==> src/rtl/arcade_input_pkg.sv <==
// Shared constants and types for the Time Pilot player-input front end.
//   - PS/2 scan codes recognised by the keyboard decoder
//   - bit positions inside the merged joystick word
//   - coin FSM state type and counter width
package arcade_input_pkg;

    // Arrow keys match on the low 8 bits only; the E0 prefix is ignored for them.
    localparam logic [7:0] SC_UP    = 8'h75;
    localparam logic [7:0] SC_DOWN  = 8'h72;
    localparam logic [7:0] SC_LEFT  = 8'h6B;
    localparam logic [7:0] SC_RIGHT = 8'h74;

    // Full 9-bit codes {ext, scan}; right ctrl (0x114) deliberately does not match.
    localparam logic [8:0] SC_SPACE = 9'h029;
    localparam logic [8:0] SC_CTRL  = 9'h014;
    localparam logic [8:0] SC_F1    = 9'h005;
    localparam logic [8:0] SC_F2    = 9'h006;

    localparam int unsigned JOY_RIGHT  = 0;
    localparam int unsigned JOY_LEFT   = 1;
    localparam int unsigned JOY_DOWN   = 2;
    localparam int unsigned JOY_UP     = 3;
    localparam int unsigned JOY_FIRE   = 4;
    localparam int unsigned JOY_START1 = 5;
    localparam int unsigned JOY_START2 = 6;

    localparam int unsigned CNT_W = 24;

    typedef enum logic [1:0] {
        StIdle,
        StPulse,
        StGap
    } coin_state_t;

    typedef struct packed {
        logic up;
        logic down;
        logic left;
        logic right;
        logic fire;
        logic start1;
        logic start2;
    } btn_t;

endpackage

==> src/rtl/arcade_coin_pulse.sv <==
// Coin pulse generator: a rising edge on trig (while idle) produces a coin
// pulse of exactly COIN_PULSE cycles followed by a COIN_GAP-cycle lockout.
// Edges arriving during the pulse or lockout are dropped.
//   clk_sys  in  system clock
//   reset_n  in  asynchronous active-low reset
//   trig     in  start level (edge-detected internally)
//   coin     out registered coin pulse
module arcade_coin_pulse #(
    parameter int unsigned COIN_PULSE = 1_200_000,
    parameter int unsigned COIN_GAP   = 2_400_000
) (
    input  logic clk_sys,
    input  logic reset_n,
    input  logic trig,
    output logic coin
);
    import arcade_input_pkg::*;

    localparam logic [CNT_W-1:0] PulseLoad = CNT_W'(COIN_PULSE - 1);
    localparam logic [CNT_W-1:0] GapLoad   = (COIN_GAP == 0) ? '0 : CNT_W'(COIN_GAP - 1);

    coin_state_t      state_q, state_d;
    logic [CNT_W-1:0] cnt_q, cnt_d, cnt_dec;
    logic             coin_q, coin_d;
    logic             trig_q;
    logic             rise;

    // Edge history tracks trig in every state, so a start held through the
    // lockout never produces an edge when the FSM returns to idle.
    assign rise    = trig & ~trig_q;
    assign cnt_dec = (cnt_q != '0) ? cnt_q - CNT_W'(1) : '0;

    always_comb begin
        state_d = state_q;
        cnt_d   = cnt_q;
        coin_d  = coin_q;
        case (state_q)
            StIdle: begin
                if (rise) begin
                    state_d = StPulse;
                    cnt_d   = PulseLoad;
                    coin_d  = 1'b1;
                end
            end
            StPulse: begin
                if (cnt_q == '0) begin
                    coin_d = 1'b0;
                    if (COIN_GAP == 0) begin
                        state_d = StIdle;
                        cnt_d   = '0;
                    end else begin
                        state_d = StGap;
                        cnt_d   = GapLoad;
                    end
                end else begin
                    cnt_d = cnt_dec;
                end
            end
            StGap: begin
                if (cnt_q == '0) begin
                    state_d = StIdle;
                end else begin
                    cnt_d = cnt_dec;
                end
            end
            default: begin
                state_d = StIdle;
                cnt_d   = '0;
                coin_d  = 1'b0;
            end
        endcase
    end

    always_ff @(posedge clk_sys or negedge reset_n) begin
        if (!reset_n) begin
            state_q <= StIdle;
            cnt_q   <= '0;
            coin_q  <= 1'b0;
            trig_q  <= 1'b0;
        end else begin
            state_q <= state_d;
            cnt_q   <= cnt_d;
            coin_q  <= coin_d;
            trig_q  <= trig;
        end
    end

    assign coin = coin_q;

endmodule

==> src/rtl/arcade_input_ctrl.sv <==
// Player-input front end for the Time Pilot core. Decodes PS/2 make/break
// events into latched buttons, merges them with the joysticks, applies the
// horizontal-orientation remap and opposing-direction suppression, and
// generates a timed coin pulse from start presses.
//   clk_sys  in  system clock
//   reset_n  in  asynchronous active-low reset
//   ps2_key  in  [64] event toggle, [23:8] prefixes, [7:0] scan code
//   joy      in  OR of both joysticks (right,left,down,up,fire,start1,start2)
//   rotate   in  1 = horizontal orientation remap
//   up/down/left/right/fire/start1/start2/coin1  out  registered, active-high
module arcade_input_ctrl #(
    parameter int unsigned COIN_PULSE = 1_200_000,
    parameter int unsigned COIN_GAP   = 2_400_000
) (
    input  logic        clk_sys,
    input  logic        reset_n,
    input  logic [64:0] ps2_key,
    input  logic [15:0] joy,
    input  logic        rotate,
    output logic        up,
    output logic        down,
    output logic        left,
    output logic        right,
    output logic        fire,
    output logic        start1,
    output logic        start2,
    output logic        coin1
);
    import arcade_input_pkg::*;

    logic       tog_q;
    logic       armed_q;
    logic       ps2_event;
    logic       pressed;
    logic       ext;
    logic [8:0] code;
    btn_t       kb_q, kb_d;
    btn_t       raw;
    btn_t       out_q, out_d;
    logic       rot_up, rot_down, rot_left, rot_right;
    logic       unused_joy;

    assign unused_joy = ^joy[15:7];

    // armed_q masks the first cycle after reset so a stale toggle bit is
    // absorbed into tog_q rather than decoded as an event.
    assign ps2_event = armed_q & (ps2_key[64] != tog_q);

    assign pressed = ps2_key[15:8] != 8'hF0;
    assign ext     = pressed ? (ps2_key[15:8] == 8'hE0) : (ps2_key[23:16] == 8'hE0);
    // PRNSCR/PAUSE sequences collapse to code 0, which matches nothing.
    assign code    = (ps2_key[63:24] != '0) ? 9'h000 : {ext, ps2_key[7:0]};

    always_comb begin
        kb_d = kb_q;
        if (ps2_event) begin
            if (code[7:0] == SC_UP) begin
                kb_d.up = pressed;
            end else if (code[7:0] == SC_DOWN) begin
                kb_d.down = pressed;
            end else if (code[7:0] == SC_LEFT) begin
                kb_d.left = pressed;
            end else if (code[7:0] == SC_RIGHT) begin
                kb_d.right = pressed;
            end else if (code == SC_SPACE || code == SC_CTRL) begin
                kb_d.fire = pressed;
            end else if (code == SC_F1) begin
                kb_d.start1 = pressed;
            end else if (code == SC_F2) begin
                kb_d.start2 = pressed;
            end
        end
    end

    always_comb begin
        raw.up     = kb_q.up     | joy[JOY_UP];
        raw.down   = kb_q.down   | joy[JOY_DOWN];
        raw.left   = kb_q.left   | joy[JOY_LEFT];
        raw.right  = kb_q.right  | joy[JOY_RIGHT];
        raw.fire   = kb_q.fire   | joy[JOY_FIRE];
        raw.start1 = kb_q.start1 | joy[JOY_START1];
        raw.start2 = kb_q.start2 | joy[JOY_START2];

        if (rotate) begin
            rot_up    = raw.left;
            rot_down  = raw.right;
            rot_left  = raw.down;
            rot_right = raw.up;
        end else begin
            rot_up    = raw.up;
            rot_down  = raw.down;
            rot_left  = raw.left;
            rot_right = raw.right;
        end

        // Opposing directions cancel after the remap.
        out_d.up     = rot_up & ~rot_down;
        out_d.down   = rot_down & ~rot_up;
        out_d.left   = rot_left & ~rot_right;
        out_d.right  = rot_right & ~rot_left;
        out_d.fire   = raw.fire;
        out_d.start1 = raw.start1;
        out_d.start2 = raw.start2;
    end

    always_ff @(posedge clk_sys or negedge reset_n) begin
        if (!reset_n) begin
            tog_q   <= 1'b0;
            armed_q <= 1'b0;
            kb_q    <= '0;
            out_q   <= '0;
        end else begin
            tog_q   <= ps2_key[64];
            armed_q <= 1'b1;
            kb_q    <= kb_d;
            out_q   <= out_d;
        end
    end

    // Triggered from the next-state start bits so coin1 rises on the same
    // edge as the start output.
    arcade_coin_pulse #(
        .COIN_PULSE (COIN_PULSE),
        .COIN_GAP   (COIN_GAP)
    ) u_coin (
        .clk_sys (clk_sys),
        .reset_n (reset_n),
        .trig    (out_d.start1 | out_d.start2),
        .coin    (coin1)
    );

    assign up     = out_q.up;
    assign down   = out_q.down;
    assign left   = out_q.left;
    assign right  = out_q.right;
    assign fire   = out_q.fire;
    assign start1 = out_q.start1;
    assign start2 = out_q.start2;

endmodule

==> config.mk <==
export PLATFORM = sky130hd
export DESIGN_NAME = arcade_input_ctrl
export DESIGN_NICKNAME = d
export VERILOG_FILES = /design/src/rtl/arcade_input_pkg.sv /design/src/rtl/arcade_coin_pulse.sv /design/src/rtl/arcade_input_ctrl.sv
export SDC_FILE = /design/constraint.sdc
export NUM_CORES = 1
export LEC_CHECK = 0
export BUFFER_PORTS_ARGS = -buffer_cell sky130_fd_sc_hd__buf_2
export CAP_MARGIN = 20
export CELL_PAD_IN_SITES_DETAIL_PLACEMENT = 0
export CELL_PAD_IN_SITES_GLOBAL_PLACEMENT = 1
export CORE_MARGIN = 1.5
export CORE_UTILIZATION = 34
export DETAILED_ROUTE_END_ITERATION = 8
export GPL_TIMING_DRIVEN = 1
export HOLD_SLACK_MARGIN = 0.08
export PLACE_DENSITY_LB_ADDON = 0.08
export REMOVE_ABC_BUFFERS = 1
export SKIP_LAST_GASP = 1
export SYNTH_ARGS = -nofsm -noshare
export SYNTH_HDL_FRONTEND = slang
export SYNTH_SLANG_ARGS = --single-unit
==> constraint.sdc <==
create_clock -name clk_sys -period 2.2 [get_ports clk_sys]
set_clock_uncertainty 0.15 [all_clocks]
set_input_delay 0.22 -clock clk_sys [delete_from_list [all_inputs] [get_ports clk_sys]]
set_output_delay 0.22 -clock clk_sys [all_outputs]
set_load 0.01 [all_outputs]
==> flow_metrics.tcl <==
set metrics [dict create \
    status "finished, violations left" \
    failed_checks "setup timing" \
    ant_nets 0 \
    holdPathEnd "right$_DFF_PN0_" \
    yosys_warnings 0 \
    synthFlopType "dfrtp_1" \
    crit_chain "or4_4, or4_4, or2_4, a311o_1, o31ai_2" \
    synth_top_family_by_area "simple AND/OR/NAND/NOR gates" \
    relSlewSlack_pct 33.0 \
    initial_utilization_pct 34.8 \
    start_kind "flip-flop" \
    hold_viol 0 \
    finalCritPeriodShare_pct 107 \
    fin_crit_ns 2.35 \
    drv_slew 0 \
    grt_overflow 0 \
    synth-simple-area-share_pct 27.3 \
    post_drt_wl_per_cell_microns 15.6 \
    grt_pass1_wl_mm 14.7 \
    cp_slowest_stage_delay_ns 0.54 \
    core_sq_um 8180 \
    r2r-end "u_coin.cnt_q[15]$_DFFE_PN0P_" \
    crit_buf_inv 0 \
    fillers 795 \
    synth-edff-count 0 \
    yosysSeqAreaShare_pct 38.7 \
    hold_path_class "primary input to flip-flop" \
    drv_cap 0 \
    drtIter0Drc 176 \
    synth_area_leaders "dfrtp_1, nor4_1, a21oi_1" \
    drt-vias-per-instance 5.60 \
    async_flop_share_pct 100 \
    fin_cells 587 \
    seq_area_sq_um 1100 \
    numCtsBuffers 5 \
    cp_max_fo 6 \
    setup_viol 23 \
    cts_tree "done" \
    clk_latency_ns 0.30 \
    ir_drop_mv 0.242 \
    grt_start_max_net_pins 30 \
    antenna_cells 0 \
    multi_input_area_sq_um 1830 \
    port_buffers 82 \
    power_leakage_nw 1.92 \
    nNetsFinal 567 \
    yosys.area.top_type "dfrtp_1" \
    drt-total-wl_mm 9.18 \
    die_y_microns 94.4 \
    drc 0 \
    dp.final_hpwl_mm 6.72 \
    worstRegToRegCells 5 \
    final_area_sq_um 4310 \
    die_width_microns 94.4 \
    worst_slew_pin_slew_ns 0.998 \
    fmax_mhz 425 \
    ys_types 55 \
    rsz0062_at_grt "true" \
    largest_reg_flops 24 \
    place_area_sq_um 3840 \
    ios 92 \
    synth_xor_area_share_pct 0.924 \
    synthCells 327 \
    setup_slack_ns -0.152 \
    cts_root_buf "clkbuf_8" \
    grt_pass1_vias 3017 \
    regMostFlops "u_coin.cnt_q" \
    ys_ff_latch 44 \
    reg2reg_from "u_coin.cnt_q[19]$_DFFE_PN0P_" \
    track_usage_pct 21.0 \
    path_clk_slew_ns 0.09 \
    slowest_stage "or4_4" \
    powerDensity_nw_per_um2 378 \
    synth_fa_ha_area_share_pct 1.23 \
    netlist_area_sq_um 2840 \
    end_kind "flip-flop" \
    path_class "flip-flop to flip-flop" \
    route.vias.total 3287 \
    hold_start "joy[1]" \
    antenna_found_initial 0 \
    htreeDepth 2 \
    layout-drive-gt1-share_pct 47.7 \
    ff2ff_setup_slack_ns -0.15 \
    reg.largest.list "u_coin.cnt_q: 24 flops, kb_q: 7 flops, u_coin.state_q: 2 flops" \
    rows 33 \
    drtPass1Iterations 4 \
    synth_compound_area_share_pct 23.8 \
    synth_top_area_share_pct 38.7 \
    dpl.cell_count 566 \
    crit_arrival_ns 2.42 \
    cts_max_path_buffers 2 \
    crit_path_frequent_cell "or4_4" \
    areaGrowthSynthToFinish_pct 51.8 \
    muxShareOfSynthArea_pct 3.52 \
    path_delay_family "simple AND/OR/NAND/NOR gates" \
    gp_congestion 0.867 \
    hold_depth 4 \
    numClockSinks 44 \
    dieArea_sq_um 8920 \
    synth_area_per_cell_sq_um 8.69 \
    required_ns 2.27 \
]
==> layout make-up <==
| cell class | count | share of cell area, % |
|---|---|---|
| Clock buffer | 5 | 1.60 |
| Clock inverter | 3 | 1.10 |
| Inverter | 12 | 1.04 |
| Multi-Input combinational cell | 251 | 42.5 |
| Sequential cell | 44 | 25.5 |
| Tap cell | 105 | 3.05 |
| Timing Repair Buffer | 167 | 25.2 |
==> worst min-delay path, delay by kind of cell <==
family / cells / cell delay, ns
and+or+nand+nor: 2 / 0.11
AOI/OAI and AO/OA: 1 / 0.14
buffers and inverters: 1 / 0.09
==> layout by cell type (no fill, tap or decap), drive strengths merged, types with 3 or more instances in the layout <==
| master | instances |
|---|---|
| o221a | 11 |
| nand2b | 3 |
| nand3 | 3 |
| buf | 162 |
| inv | 12 |
| a31oi | 11 |
| or2 | 7 |
| nor2 | 27 |
| nand2 | 12 |
| a22oi | 3 |
| o32ai | 4 |
| o311ai | 3 |
| nor2b | 4 |
| o31a | 4 |
| o21ai | 14 |
| and3 | 3 |
| nor3b | 3 |
| o31ai | 3 |
| nand4 | 13 |
| or4 | 7 |
| dfrtp | 44 |
| nor3 | 22 |
| dlygate4sd3 | 5 |
| nor4 | 22 |
| a21oi | 26 |
| mux2 | 8 |
| clkbuf | 5 |
| o22ai | 5 |
| or3 | 4 |
==> Yosys cell counts, types with 2 or more instances <==
master / instances
dfrtp_1: 44
a21oi_1: 26
nor2_1: 26
nor3_1: 22
nor4_1: 22
clkbuf_1: 15
o21ai_0: 14
nand4_1: 13
inv_1: 12
nand2_1: 12
a31oi_1: 11
o221a_2: 11
mux2_2: 8
or2_2: 6
or4_1: 6
o22ai_1: 5
buf_2: 4
nor2b_1: 4
o31a_1: 4
o32ai_1: 4
or3_1: 4
a22oi_1: 3
and3_1: 3
nand2b_1: 3
nand3_1: 3
nor3b_1: 3
o31ai_1: 3
ha_1: 2
nand4b_1: 2
nor4b_1: 2
o211ai_1: 2
o21a_1: 2
o2bb2ai_1: 2
o311ai_1: 2
xnor2_1: 2
==> routing by layer <==
metal	GRT usage (%)	up-vias	part of all wire (%)
met4	4.85	0	0.62
met2	35.8	119	47
met5	0	-	0
met1	27.9	1570	46
li1	-	1591	-
met3	3.22	7	5.5
==> cells by family (layout without fill, tap and decap cells) <==
group | after synthesis | in the layout
AND/OR/NAND/NOR | 138 | 138
AO/OA/AOI/OAI | 97 | 97
flip-flops | 44 | 44
buffers and inverters | 32 | 187
multiplexers | 9 | 9
adder cells (fa/ha/maj) | 3 | 3
XOR/XNOR | 3 | 3
other | 1 | 1
==> per-stage QoR <==
stage	util [%]	worst slack [ns]	TNS (ns)	total power, mW	hold WS (ns)
after floorplan	-	-0.696	-11.36	0.880	-0.226
after global placement	47.0	-0.207	-3.57	0.985	0.136
after detailed placement	47.0	-0.247	-4.07	0.987	0.147
after CTS	49.7	-0.169	-2.58	1.65	0.123
after global routing	52.8	-0.197	-3.46	1.70	0.158
final	52.8	-0.152	-2.16	1.63	0.138
==> worst max-delay path by stage <==
stage,slack [ns],cells after the start,to,from
2_1_floorplan,-0.70,5,u_coin.cnt_q[7]$_DFFE_PN0P_,u_coin.cnt_q[17]$_DFFE_PN0P_
3_3_place_gp,-0.21,5,u_coin.cnt_q[15]$_DFFE_PN0P_,u_coin.cnt_q[19]$_DFFE_PN0P_
3_5_place_dp,-0.25,5,u_coin.cnt_q[15]$_DFFE_PN0P_,u_coin.cnt_q[19]$_DFFE_PN0P_
4_1_cts,-0.17,6,u_coin.cnt_q[4]$_DFFE_PN0P_,u_coin.cnt_q[19]$_DFFE_PN0P_
5_1_grt,-0.20,5,u_coin.cnt_q[15]$_DFFE_PN0P_,u_coin.cnt_q[19]$_DFFE_PN0P_
6_report,-0.15,5,u_coin.cnt_q[15]$_DFFE_PN0P_,u_coin.cnt_q[19]$_DFFE_PN0P_
==> where the power goes <==
group	switching [mW]	leakage, nW	internal [mW]
Sequential	0.00308	0.502	0.819
Combinational	0.0746	1.36	0.0807
Clock	0.309	0.0583	0.343
Total	0.387	1.92	1.24
==> repair_timing <==
action,4_1_cts,5_1_grt
buffers inserted,1,8
hold buffers,5,0
pin swaps,7,8
gates resized for setup,8,43
hold endpoints to repair,30,0
endpoints found under the setup margin,27,27
Note: power is estimated with default switching activity, not from simulation.
